File: config.mk
export PLATFORM = sky130hd
export DESIGN_NAME = br_resolve_unit
export DESIGN_NICKNAME = d
export VERILOG_FILES = /design/src/rtl/br_resolve_unit.sv
export SDC_FILE = /design/constraint.sdc
export NUM_CORES = 1
export LEC_CHECK = 0
export ABC_CLOCK_PERIOD_IN_PS = 15200
export CELL_PAD_IN_SITES_DETAIL_PLACEMENT = 0
export CELL_PAD_IN_SITES_GLOBAL_PLACEMENT = 2
export CORE_ASPECT_RATIO = 1.1
export CORE_MARGIN = 1.5
export CORE_UTILIZATION = 40
export DETAILED_ROUTE_END_ITERATION = 8
export PLACE_DENSITY_LB_ADDON = 0.1
export SYNTH_ARGS = -nofsm -noshare
export SYNTH_HDL_FRONTEND = slang
export SYNTH_SLANG_ARGS = --single-unit
File: constraint.sdc
create_clock -name clk -period 15.2 [get_ports clk]
set_clock_uncertainty 0.15 [all_clocks]
set_input_delay 3.8 -clock clk [delete_from_list [all_inputs] [get_ports clk]]
set_output_delay 3.8 -clock clk [all_outputs]
set_load 0.01 [all_outputs]
File: src/rtl/br_resolve_unit.sv
// Branch resolution unit: queues in-flight predictions and, on in-order resolution, issues
// registered PHT/BTB update and GHR recovery commands, flushing the queue on a mispredict.
module br_resolve_unit #(
  parameter int unsigned GHR_W  = 14,
  parameter int unsigned ADDR_W = 32,
  parameter int unsigned DEPTH  = 8
) (
  input  logic                       clk,
  input  logic                       reset,
  input  logic                       pred_valid,
  output logic                       pred_ready,
  input  logic [ADDR_W-1:0]          pred_pc,
  input  logic [GHR_W-1:0]           pred_ghr,
  input  logic                       pred_taken,
  input  logic [ADDR_W-1:0]          pred_target,
  input  logic                       res_valid,
  input  logic                       res_taken,
  input  logic [ADDR_W-1:0]          res_target,
  output logic                       upd_valid,
  output logic [GHR_W-1:0]           upd_idx,
  output logic                       upd_taken,
  output logic                       btb_upd_en,
  output logic [ADDR_W-1:0]          btb_upd_pc,
  output logic [ADDR_W-1:0]          btb_upd_target,
  output logic                       recover_en,
  output logic [GHR_W-1:0]           recover_ghr,
  output logic                       mispredict,
  output logic [$clog2(DEPTH):0]     count
);

  localparam int unsigned PtrW = $clog2(DEPTH);
  localparam int unsigned CntW = PtrW + 1;
  localparam logic [CntW-1:0] Full = CntW'(DEPTH);

  logic [ADDR_W-1:0] pc_mem  [DEPTH];
  logic [GHR_W-1:0]  ghr_mem [DEPTH];
  logic              tkn_mem [DEPTH];
  logic [ADDR_W-1:0] tgt_mem [DEPTH];

  logic [PtrW-1:0] wr_ptr_q, wr_ptr_d, rd_ptr_q, rd_ptr_d;
  logic [CntW-1:0] count_q, count_d;

  logic              enq, res, mis, btb_wr;
  logic [ADDR_W-1:0] head_pc, head_tgt;
  logic [GHR_W-1:0]  head_ghr;
  logic              head_tkn;

  assign pred_ready = (count_q != Full);
  assign count      = count_q;

  assign head_pc  = pc_mem[rd_ptr_q];
  assign head_ghr = ghr_mem[rd_ptr_q];
  assign head_tkn = tkn_mem[rd_ptr_q];
  assign head_tgt = tgt_mem[rd_ptr_q];

  assign enq    = pred_valid && pred_ready;
  assign res    = res_valid && (count_q != '0);
  assign mis    = res && ((res_taken != head_tkn) ||
                          (res_taken && head_tkn && (res_target != head_tgt)));
  assign btb_wr = res && res_taken && (!head_tkn || (res_target != head_tgt));

  always_comb begin
    wr_ptr_d = wr_ptr_q;
    rd_ptr_d = rd_ptr_q;
    count_d  = count_q;
    if (mis) begin
      // Flush drops every younger entry, including any enqueue this cycle.
      wr_ptr_d = '0;
      rd_ptr_d = '0;
      count_d  = '0;
    end else begin
      if (enq) wr_ptr_d = wr_ptr_q + PtrW'(1);
      if (res) rd_ptr_d = rd_ptr_q + PtrW'(1);
      if (enq && !res)      count_d = count_q + CntW'(1);
      else if (res && !enq) count_d = count_q - CntW'(1);
    end
  end

  always_ff @(posedge clk) begin
    if (enq && !mis) begin
      pc_mem[wr_ptr_q]  <= pred_pc;
      ghr_mem[wr_ptr_q] <= pred_ghr;
      tkn_mem[wr_ptr_q] <= pred_taken;
      tgt_mem[wr_ptr_q] <= pred_target;
    end
  end

  always_ff @(posedge clk) begin
    if (reset) begin
      wr_ptr_q       <= '0;
      rd_ptr_q       <= '0;
      count_q        <= '0;
      upd_valid      <= 1'b0;
      upd_idx        <= '0;
      upd_taken      <= 1'b0;
      btb_upd_en     <= 1'b0;
      btb_upd_pc     <= '0;
      btb_upd_target <= '0;
      recover_en     <= 1'b0;
      recover_ghr    <= '0;
      mispredict     <= 1'b0;
    end else begin
      wr_ptr_q   <= wr_ptr_d;
      rd_ptr_q   <= rd_ptr_d;
      count_q    <= count_d;
      upd_valid  <= res;
      btb_upd_en <= btb_wr;
      recover_en <= mis;
      mispredict <= mis;
      if (res) begin
        upd_idx        <= head_ghr ^ head_pc[GHR_W-1:0];
        upd_taken      <= res_taken;
        btb_upd_pc     <= head_pc;
        btb_upd_target <= res_target;
        recover_ghr    <= {head_ghr[GHR_W-2:0], res_taken};
      end
    end
  end

endmodule
==> impl_metrics.py <==
metrics = {
    "sta": {
        "tightestPinTransition_ps": 1010,
        "fin_tns_setup_ps": 0,
        "slew_violations": 0,
        "worst_slack_ps": 7530,
        "hold_slack_ps": 302,
        "final-setup-viol-count": 0,
        "max_freq_mhz": 130,
        "layout_min_cycle_time_ps": 7670,
        "period_share": 0.505,
        "hold_viol": 0,
        "relSlewSlack": 0.324,
        "rsz0062_at_grt": "no",
    },
    "floorplanning": {
        "die-width_microns": 256,
        "pin_count": 218,
        "die_area_sq_um": 71800,
        "die_h_microns": 281,
        "coreArea_sq_um": 69300,
        "start_util": 0.405,
        "fp-row-count": 101,
    },
    "logic_synthesis": {
        "synth.top_cells.by_area": "edfxtp_1, mux4_2, dfxtp_1, mux2i_1, nor2_1",
        "synth_fp_nets": 1588,
        "yosysSeqAreaShare": 0.753,
        "syn_area_per_cell_sq_um": 19.2,
        "netlist_area_sq_um": 28100,
        "synthCells": 1465,
        "netlist.area_leader.share": 0.676,
        "ys_types": 39,
        "synth-seq-cells": 740,
        "synth_largest_area_cell": "edfxtp_1",
        "yosysWarnings": 0,
    },
    "power": {
        "p_switching_w": 0.00148,
        "ir_drop_mv": 0.0783,
        "pwr-share-clk": 0.343,
        "p_int_w": 0.00402,
        "power_frac_seq": 0.455,
        "pwr-share-comb": 0.202,
        "p_sw_frac": 0.269,
        "cellLeakagePower_nw": 10.5,
        "p_per_area_nw_per_um2": 162,
    },
    "critical_path": {
        "worstSetupEndpointType": "flip-flop",
        "startpoint_type": "primary input",
        "ff2ff_path_depth": 12,
        "cp-startpoint": "res_target[12]",
        "worstSetupPathType": "primary input to flip-flop",
        "worst-endpoint-required_ps": 15290,
        "rr_endpoint": "ghr_mem[2][0]",
        "r2r_slack_ps": 8660,
        "cp_max_fo": 43,
        "arrival_ps": 7760,
    },
    "final_layout": {
        "register_area_sq_um": 21200,
        "mostFrequentLayoutCells": "edfxtp_1, clkdlybuf4s50_1, mux4_2",
        "fillers": 5817,
        "utilization": 0.489,
        "multi_input_area_sq_um": 6600,
        "layout.nets": 1833,
        "drive_above_1_share": 0.182,
        "final_common_cell": "edfxtp_1",
        "syn_to_final_growth_pct": 20.6,
        "antenna_cells": 0,
    },
    "place": {
        "gp_congestion": 0.738,
        "port-buffer-count": 217,
        "dpl_worst_slack_ps": 6780,
        "dp_hpwl_microns": 38400,
    },
    "worst_hold_path": {
        "min_path_type": "flip-flop to flip-flop",
        "holdPathEnd": "btb_upd_target[27]",
        "whs_path_depth": 2,
        "min_from": "btb_upd_target[27]",
    },
    "flow_run": {
        "max-cap-violations": 0,
    },
    "clock_network": {
        "clk_latency_ps": 620,
        "cts-buffers-inserted": 78,
        "holdBufCountCts": 0,
        "clock_sinks": 740,
        "root_buffer": "clkbuf_16",
        "cts_resized": 0,
        "cts_tree": "yes",
        "clkTransAtPathRegs_ps": 60,
        "htreeDepth": 3,
        "clk_path_buf_depth": 3,
        "postCtsSetupBuffers": 0,
    },
    "grt": {
        "track_usage": 0.181,
        "grt_overflow": 0,
        "grt_pass1_wl_microns": 96300,
        "grt_max_degree": 71,
        "antenna_found_initial": 3,
        "grt_pass1_vias": 15015,
    },
    "drt": {
        "wl_per_cell_microns": 23.7,
        "drcViolationCount": 0,
        "drtAntennaViolNets": 0,
        "vias": 13922,
        "avgViaCountPerCell": 5.16,
        "drt_iter0_markers": 830,
        "firstDrtPassIters": 5,
        "wl_microns": 64000,
    },
    "status": {
        "status": "finished clean",
    },
}
## state kept, by name, summed over array words and instances, names as in the netlist, named ones only
name and cells:
upd_idx 14, recover_ghr 14, btb_upd_target 32, upd_valid 1
tkn_mem 8, count 4, rd_ptr_q 3, ghr_mem 112
tgt_mem 256, pc_mem 256, btb_upd_pc 32, mispredict 1
wr_ptr_q 3, btb_upd_en 1
## kinds of logic after synthesis
kind of cell | after synthesis | synth area share
mux | 247 | 0.152
buf+inv | 85 | 0.0137
xor+xnor | 45 | 0.0140
compound gates | 110 | 0.0253
fa+ha+maj | 7 | 0.00339
flops | 740 | 0.753
simple gates | 231 | 0.0385
## cell type report
cell class                      instances  area share
Timing Repair Buffer                  245      0.0703
Clock buffer                          100      0.0613
Tap cell                              927      0.0343
Sequential cell                       740       0.625
Inverter                                5    0.000554
Clock inverter                         42      0.0138
Multi-Input combinational cell        640       0.195
## per-stage QoR
stage | instances | area [sq um] | power, W
2_1_floorplan | 1465 | 28100 | 0.00323
3_3_place_gp | 2557 | 31300 | 0.00368
3_5_place_dp | 2557 | 31300 | 0.00368
4_1_cts | 2699 | 33900 | 0.00558
5_1_grt | 2699 | 33900 | 0.00576
6_report | 2699 | 33900 | 0.00550
## how the worst max path moves through the flow
stage / to / slack, ps / cells past startpoint
floorplan: ghr_mem[1][0] / 1920 / 6
global placement: pc_mem[3][9] / 6850 / 10
detailed placement: tgt_mem[3][15] / 6780 / 10
CTS: tgt_mem[3][2] / 7440 / 10
global route: tgt_mem[3][2] / 7270 / 10
finish: ghr_mem[2][0] / 7530 / 10
## critical path, stage by stage
cell,delay [ps]
clkdlybuf4s50_1,460
xnor2_1,160
nor4_2,630
nand4_1,230
o41ai_2,470
a21oi_2,100
buf_4,250
nor4_2,250
buf_4,660
buf_4,670
## routing by layer
metal,up-vias,part of all wire,global-route usage
li1,6326,-,-
met4,6,0.016,0.0501
met5,-,0.00072,0
met2,276,0.50,0.305
met1,7240,0.45,0.242
met3,74,0.041,0.0298
## synthesized netlist by cell type (all sizes together)
| master | instances |
|---|---|
| or2 | 1 |
| or4 | 1 |
| o41ai | 1 |
| nor2b | 4 |
| a22oi | 16 |
| nand4 | 5 |
| nand2 | 82 |
| a21o | 1 |
| mux2 | 9 |
| buf | 44 |
| nand2b | 2 |
| nor3b | 1 |
| edfxtp | 632 |
| xor2 | 18 |
| fa | 1 |
| inv | 4 |
| mux4 | 142 |
| nor2 | 83 |
| clkinv | 1 |
| and2 | 3 |
| or3 | 18 |
| dfxtp | 108 |
| a22o | 3 |
| o21a | 1 |
| ha | 6 |
| nor3 | 20 |
| a211oi | 35 |
| xnor2 | 27 |
| nor4 | 11 |
| a21oi | 52 |
| clkbuf | 36 |
| a31oi | 1 |
| mux2i | 96 |
## power groups by stage
stage / Clock (W) / Sequential, W / Combinational [W]
CTS: 0.00193 / 0.00250 / 0.00115
global route: 0.00201 / 0.00252 / 0.00122
floorplan: 0 / 0.00258 / 0.000651
global placement: 0 / 0.00254 / 0.00114
finish: 0.00189 / 0.00250 / 0.00111
detailed placement: 0 / 0.00254 / 0.00114
Power figures use the tool's default switching activity.
